**config.mk**
```make
export PLATFORM = sky130hd
export DESIGN_NAME = tsc_multicycle_ctrl
export DESIGN_NICKNAME = d
export VERILOG_FILES = /design/src/rtl/tsc_ctrl_pkg.sv /design/src/rtl/tsc_ctrl_decode.sv /design/src/rtl/tsc_multicycle_ctrl.sv
export SDC_FILE = /design/constraint.sdc
export NUM_CORES = 1
export LEC_CHECK = 0
export CORE_UTILIZATION = 44
export CTS_CLUSTER_DIAMETER = 80
export DETAILED_ROUTE_END_ITERATION = 10
export GPL_TIMING_DRIVEN = 0
export HOLD_SLACK_MARGIN = 0.15
export PLACE_DENSITY = 0.8
export SLEW_MARGIN = 20
export SYNTH_ARGS = -nofsm -noshare
export SYNTH_HDL_FRONTEND = slang
export SYNTH_SLANG_ARGS = --single-unit
```
**constraint.sdc**
```tcl
create_clock -name clk -period 3.45 [get_ports clk]
set_input_delay 0.69 -clock clk [delete_from_list [all_inputs] [get_ports clk]]
set_output_delay 0.69 -clock clk [all_outputs]
set_load 0.02 [all_outputs]
```
**src/rtl/tsc_ctrl_pkg.sv**
```systemverilog
// tsc_ctrl_pkg: shared state, instruction class, ALU/PC-source encodings and TSC opcode/func constants
package tsc_ctrl_pkg;
    typedef enum logic [2:0] {S_IF, S_ID, S_EX, S_MEM, S_WB, S_HALT} state_t;
    typedef enum logic [3:0] {
        C_RALU, C_IALU, C_LOAD, C_STORE, C_BRANCH, C_JUMP, C_WWD, C_HALT, C_ILLEGAL
    } iclass_t;
    localparam logic [2:0] ALU_ADD    = 3'd0;
    localparam logic [2:0] ALU_SUB    = 3'd1;
    localparam logic [2:0] ALU_LHI    = 3'd2;
    localparam logic [2:0] ALU_CMP_EQ = 3'd3;
    localparam logic [2:0] ALU_CMP_NE = 3'd4;
    localparam logic [1:0] PC_INC = 2'd0;
    localparam logic [1:0] PC_BR  = 2'd1;
    localparam logic [1:0] PC_JMP = 2'd2;
    localparam logic [3:0] OP_BNE   = 4'd0;
    localparam logic [3:0] OP_BEQ   = 4'd1;
    localparam logic [3:0] OP_ADI   = 4'd4;
    localparam logic [3:0] OP_LHI   = 4'd6;
    localparam logic [3:0] OP_LWD   = 4'd7;
    localparam logic [3:0] OP_SWD   = 4'd8;
    localparam logic [3:0] OP_JMP   = 4'd9;
    localparam logic [3:0] OP_RTYPE = 4'd15;
    localparam logic [5:0] F_ADD = 6'd0;
    localparam logic [5:0] F_SUB = 6'd1;
    localparam logic [5:0] F_WWD = 6'd28;
    localparam logic [5:0] F_HLT = 6'd29;
endpackage

```
**src/rtl/tsc_ctrl_decode.sv**
```systemverilog
// tsc_ctrl_decode: combinational opcode/func -> instruction class (in: opcode, func; out: iclass)
module tsc_ctrl_decode
    import tsc_ctrl_pkg::*;
(
    input  logic [3:0] opcode,
    input  logic [5:0] func,
    output iclass_t    iclass
);
    always_comb begin
        iclass = C_ILLEGAL;
        case (opcode)
            OP_BNE, OP_BEQ: iclass = C_BRANCH;
            OP_ADI, OP_LHI: iclass = C_IALU;
            OP_LWD:         iclass = C_LOAD;
            OP_SWD:         iclass = C_STORE;
            OP_JMP:         iclass = C_JUMP;
            OP_RTYPE:       iclass = (func == F_ADD || func == F_SUB) ? C_RALU :
                                     (func == F_WWD) ? C_WWD :
                                     (func == F_HLT) ? C_HALT : C_ILLEGAL;
            default: ;
        endcase
    end
endmodule

```
**src/rtl/tsc_multicycle_ctrl.sv**
```systemverilog
// tsc_multicycle_ctrl: IF/ID/EX/MEM/WB control FSM (in: cpu_enable, opcode, func, bcond, mem_ack; out: memory handshake, datapath selects/enables, halted, num_inst)
module tsc_multicycle_ctrl
    import tsc_ctrl_pkg::*;
#(
    parameter int CNT_W = 16
) (
    input  logic             clk,
    input  logic             reset_cpu,
    input  logic             cpu_enable,
    input  logic [3:0]       opcode,
    input  logic [5:0]       func,
    input  logic             bcond,
    input  logic             mem_ack,
    output logic             mem_req,
    output logic             mem_we,
    output logic             mem_addr_src,
    output logic             ir_write,
    output logic             pc_write,
    output logic [1:0]       pc_src,
    output logic             reg_write,
    output logic             reg_dst,
    output logic             wb_src,
    output logic             alu_src_b,
    output logic [2:0]       alu_op,
    output logic             wwd_strobe,
    output logic             halted,
    output logic [CNT_W-1:0] num_inst
);
    state_t  state;
    iclass_t ic;
    logic    pend;
    logic    run, in_if, in_id, in_ex, in_mem, in_wb, if_req, jmp, br, br_take, retire;

    tsc_ctrl_decode u_dec (.opcode(opcode), .func(func), .iclass(ic));

    // reset gates every output combinationally so they drop without waiting for a clock
    assign run     = !reset_cpu;
    assign in_if   = run && state == S_IF;
    assign in_id   = run && state == S_ID;
    assign in_ex   = run && state == S_EX;
    assign in_mem  = run && state == S_MEM;
    assign in_wb   = run && state == S_WB;
    // once raised, a fetch request is held until ack regardless of cpu_enable
    assign if_req  = in_if && (cpu_enable || pend);
    assign jmp     = in_id && ic == C_JUMP;
    assign br      = in_ex && ic == C_BRANCH;
    assign br_take = br && bcond;

    assign mem_req      = if_req || in_mem;
    assign mem_we       = in_mem && ic == C_STORE;
    assign mem_addr_src = in_mem;
    assign ir_write     = if_req && mem_ack;
    assign pc_write     = ir_write || jmp || br_take;
    assign pc_src       = jmp ? PC_JMP : br ? PC_BR : PC_INC;
    assign reg_write    = in_wb;
    assign reg_dst      = in_wb && ic == C_RALU;
    assign wb_src       = in_wb && ic == C_LOAD;
    assign alu_src_b    = in_ex && (ic == C_IALU || ic == C_LOAD || ic == C_STORE);
    assign alu_op       = !in_ex ? ALU_ADD :
                          (ic == C_RALU && func == F_SUB) ? ALU_SUB :
                          (ic == C_IALU && opcode == OP_LHI) ? ALU_LHI :
                          (ic == C_BRANCH) ? ((opcode == OP_BEQ) ? ALU_CMP_EQ : ALU_CMP_NE) : ALU_ADD;
    assign wwd_strobe   = in_ex && ic == C_WWD;
    assign halted       = run && state == S_HALT;
    assign retire       = (in_id && (ic == C_JUMP || ic == C_ILLEGAL)) ||
                          (in_ex && (ic == C_BRANCH || ic == C_WWD)) ||
                          (in_mem && ic == C_STORE && mem_ack) || in_wb;

    always_ff @(posedge clk or posedge reset_cpu) begin
        if (reset_cpu) begin
            state    <= S_IF;
            pend     <= 1'b0;
            num_inst <= '0;
        end else begin
            pend     <= if_req && !mem_ack;
            num_inst <= num_inst + CNT_W'(retire);
            case (state)
                S_IF:    if (ir_write) state <= S_ID;
                S_ID:    state <= (ic == C_HALT) ? S_HALT :
                                  (ic == C_JUMP || ic == C_ILLEGAL) ? S_IF : S_EX;
                S_EX:    state <= (ic == C_LOAD || ic == C_STORE) ? S_MEM :
                                  (ic == C_RALU || ic == C_IALU) ? S_WB : S_IF;
                S_MEM:   if (mem_ack) state <= (ic == C_LOAD) ? S_WB : S_IF;
                S_WB:    state <= S_IF;
                S_HALT:  state <= S_HALT;
                default: state <= S_IF;
            endcase
        end
    end
endmodule
```
==> out/results.txt <==
full die area -> 3090 sq um
share of cells above drive strength 1 -> 0.1099
Post-synth EDFFs -> 0
vias per cell -> 5.746
Syn Inst Count -> 134
Post-Place Worst Slack -> -139.9 ps
final hold violations -> 0
nets -> 200
CTS Buf Count -> 3
All-Layer GR Usage -> 0.1977
Die Span Y -> 55.59 um
Total Power -> 0.5575 mW
leak pwr -> 0.8221 nW
drt first pass iters -> 4
Core ar. -> 2734 sq um
Non-Filler Instances -> 213
Final setup viols -> 0
synth-to-layout area growth -> 42.77%
Yosys reg bits -> 20
# H-tree levels -> 1
Initial Util -> 0.4622
initial antenna violation count -> 0
IO buf count -> 44
DP Wirelength -> 2.321 mm
hold_ws -> 473.5 ps
fin. max-slew vios -> 0
Clock Tree Root -> clkbuf_4
drt total wl -> 3.042 mm
peak supply drop -> 0.0003210 V
worst-margin pin slew -> 724.6 ps
Residual DRC -> 0
asr flop ratio synth -> 1.000
DR vias -> 1224
first-pass GRT wire length -> 5.085 mm
n_diodes -> 0
setup bufs post-CTS -> 0
outcome -> finished clean
routed len/inst -> 14.28 um
Final period util -> 0.9806
dominant synthesized flop cell -> dfrtp_1
maximum clock rate -> 295.6 MHz
clk_lat worst skew -> 290 ps
Clk pin slew, worst setup/hold paths -> 110 ps
Syn Area/Cell -> 9.431 sq um
clock sinks -> 20
GPL Wtd Cong -> 0.8664
Yosys Warn Count -> 0
Syn Nets -> 151
Final WS setup -> 66.94 ps
CTS tree -> yes
GRT Residual Overflow -> 0
CP Class -> in2out
Rows -> 19
Distinct cells, synth -> 46
vias in the first global route -> 1169
peak fanout along the critical path -> 5
Worst Skew -> 2.751 ps
initial DRC count -> 27
die span in x -> 55.59 um
Hold Path Class -> reg2reg
Slew headroom -> 0.5164
Post-Place Cells -> 209
Max-Cap Viols -> 0
Seq/Total Area, Yosys -> 0.3960
Ports -> 47
Crit path required time -> 2760 ps
Pwr per Cell Area -> 309.0 nW/um^2
Syn Std Cell Area -> 1264 sq um
Arr. time, crit path -> 2690 ps
Antenna Nets Post-Route -> 0
RSZ-0062 raised after global routing -> false
DP Area -> 1743 sq um
Setup crit start kind -> input port
Final Cell Area -> 1804 sq um
fin crit period -> 3383 ps
CP Capture Type -> output port
Clock Path Buffers -> 2
largest net degree at the start of global routing -> 21
## layout by cell type, fill, tap and decap left out, drive strengths merged, types with 4 or more instances in the layout
cell type / count
nand3: 12
and3: 5
nand2: 10
dfrtp: 20
nor3: 6
nor2: 10
xnor2: 10
clkbuf: 7
clkdlybuf4s50: 42
xor2: 4
inv: 6
buf: 4
## stage by stage
stage / util / setup TNS [ps]
6_report: 0.6600 / 0
5_1_grt: 0.6600 / 0
4_1_cts: 0.6563 / 0
3_5_place_dp: 0.6375 / -886.0
3_3_place_gp: 0.6375 / -706.4
2_1_floorplan: - / 0
## Yosys cell counts, types with 2 or more instances
| cell | n | area (sq um) |
|---|---|---|
| or2_2 | 3 | 18.77 |
| xor2_1 | 4 | 35.03 |
| ha_1 | 2 | 25.02 |
| o211ai_1 | 2 | 15.01 |
| inv_1 | 6 | 22.52 |
| buf_4 | 2 | 15.01 |
| nand2b_1 | 3 | 18.77 |
| xnor2_1 | 10 | 87.58 |
| nand3_1 | 12 | 60.06 |
| nor2_1 | 10 | 37.54 |
| dfrtp_1 | 20 | 500.5 |
| nand4_1 | 2 | 12.51 |
| o21ai_0 | 3 | 15.01 |
| nor3_1 | 6 | 30.03 |
| clkbuf_1 | 2 | 7.510 |
| a41o_1 | 2 | 20.02 |
| nand2_1 | 10 | 37.54 |
| nand3b_1 | 2 | 15.01 |
| and3_1 | 5 | 31.28 |
| a21oi_1 | 2 | 10.01 |
## state kept, by name, summed over array words and instances (netlist names)
signal / flops
num_inst: 16
state: 3
pend: 1
## worst paths after layout
check	from	to	slack [ps]	depth (start not counted)
min in group asynchronous	reset_cpu	pend$_DFF_PP0_	890	2
hold reg to reg	num_inst[15]$_DFF_PP0_	num_inst[15]$_DFF_PP0_	470	1
hold / removal	num_inst[15]$_DFF_PP0_	num_inst[15]$_DFF_PP0_	470	1
max in group asynchronous	reset_cpu	num_inst[5]$_DFF_PP0_	2110	2
setup reg to reg	state[2]$_DFFE_PP0P_	num_inst[14]$_DFF_PP0_	670	10
setup / recovery	reset_cpu	pc_write	70	5
## cell type report
type,instances,area [sq um]
buffer,7,46.29
multi-input combinational,101,714.4
inverter,6,22.52
sequential,20,500.5
timing repair buffer,44,445.4
tap,31,38.79
clock buffer,4,36.28
fill,235,929.6
## power by group
group | internal, mW | total (mW) | switching, mW | leakage, nW
clock | 0.0643 | 0.132 | 0.0681 | 0.0210
combinational | 0.0713 | 0.147 | 0.0762 | 0.528
sequential | 0.255 | 0.278 | 0.0226 | 0.273
total | 0.391 | 0.557 | 0.167 | 0.822
## timing repair
action	4_1_cts	5_1_grt
hold buffers	0	0
setup endpoints to repair	3	3
resized for setup	4	3
## cell families after synthesis
group                      after synthesis  synth area share
DFF                                     20            0.3960
xor gates and xnor gates                14           0.09702
AOI/OAI and AO/OA                       21            0.1465
and+or+nand+nor                         64            0.2881
adders and majority gates                2           0.01980
buffers and inverters                   13           0.05246
## critical path: stages
cell and delay (ps):
clkdlybuf4s50_1 450, or4b_4 560, nor4_4 220, a211o_1 170
clkdlybuf4s50_1 600
## routing by layer
layer | up-vias | share of wire | global-route usage
met5 | - | 0 | 0
met4 | 0 | 0.0082 | 0.04286
met3 | 4 | 0.057 | 0.03256
met2 | 46 | 0.51 | 0.3701
met1 | 592 | 0.43 | 0.2363
li1 | 582 | - | -
Note: power is estimated with default switching activity, not from simulation.
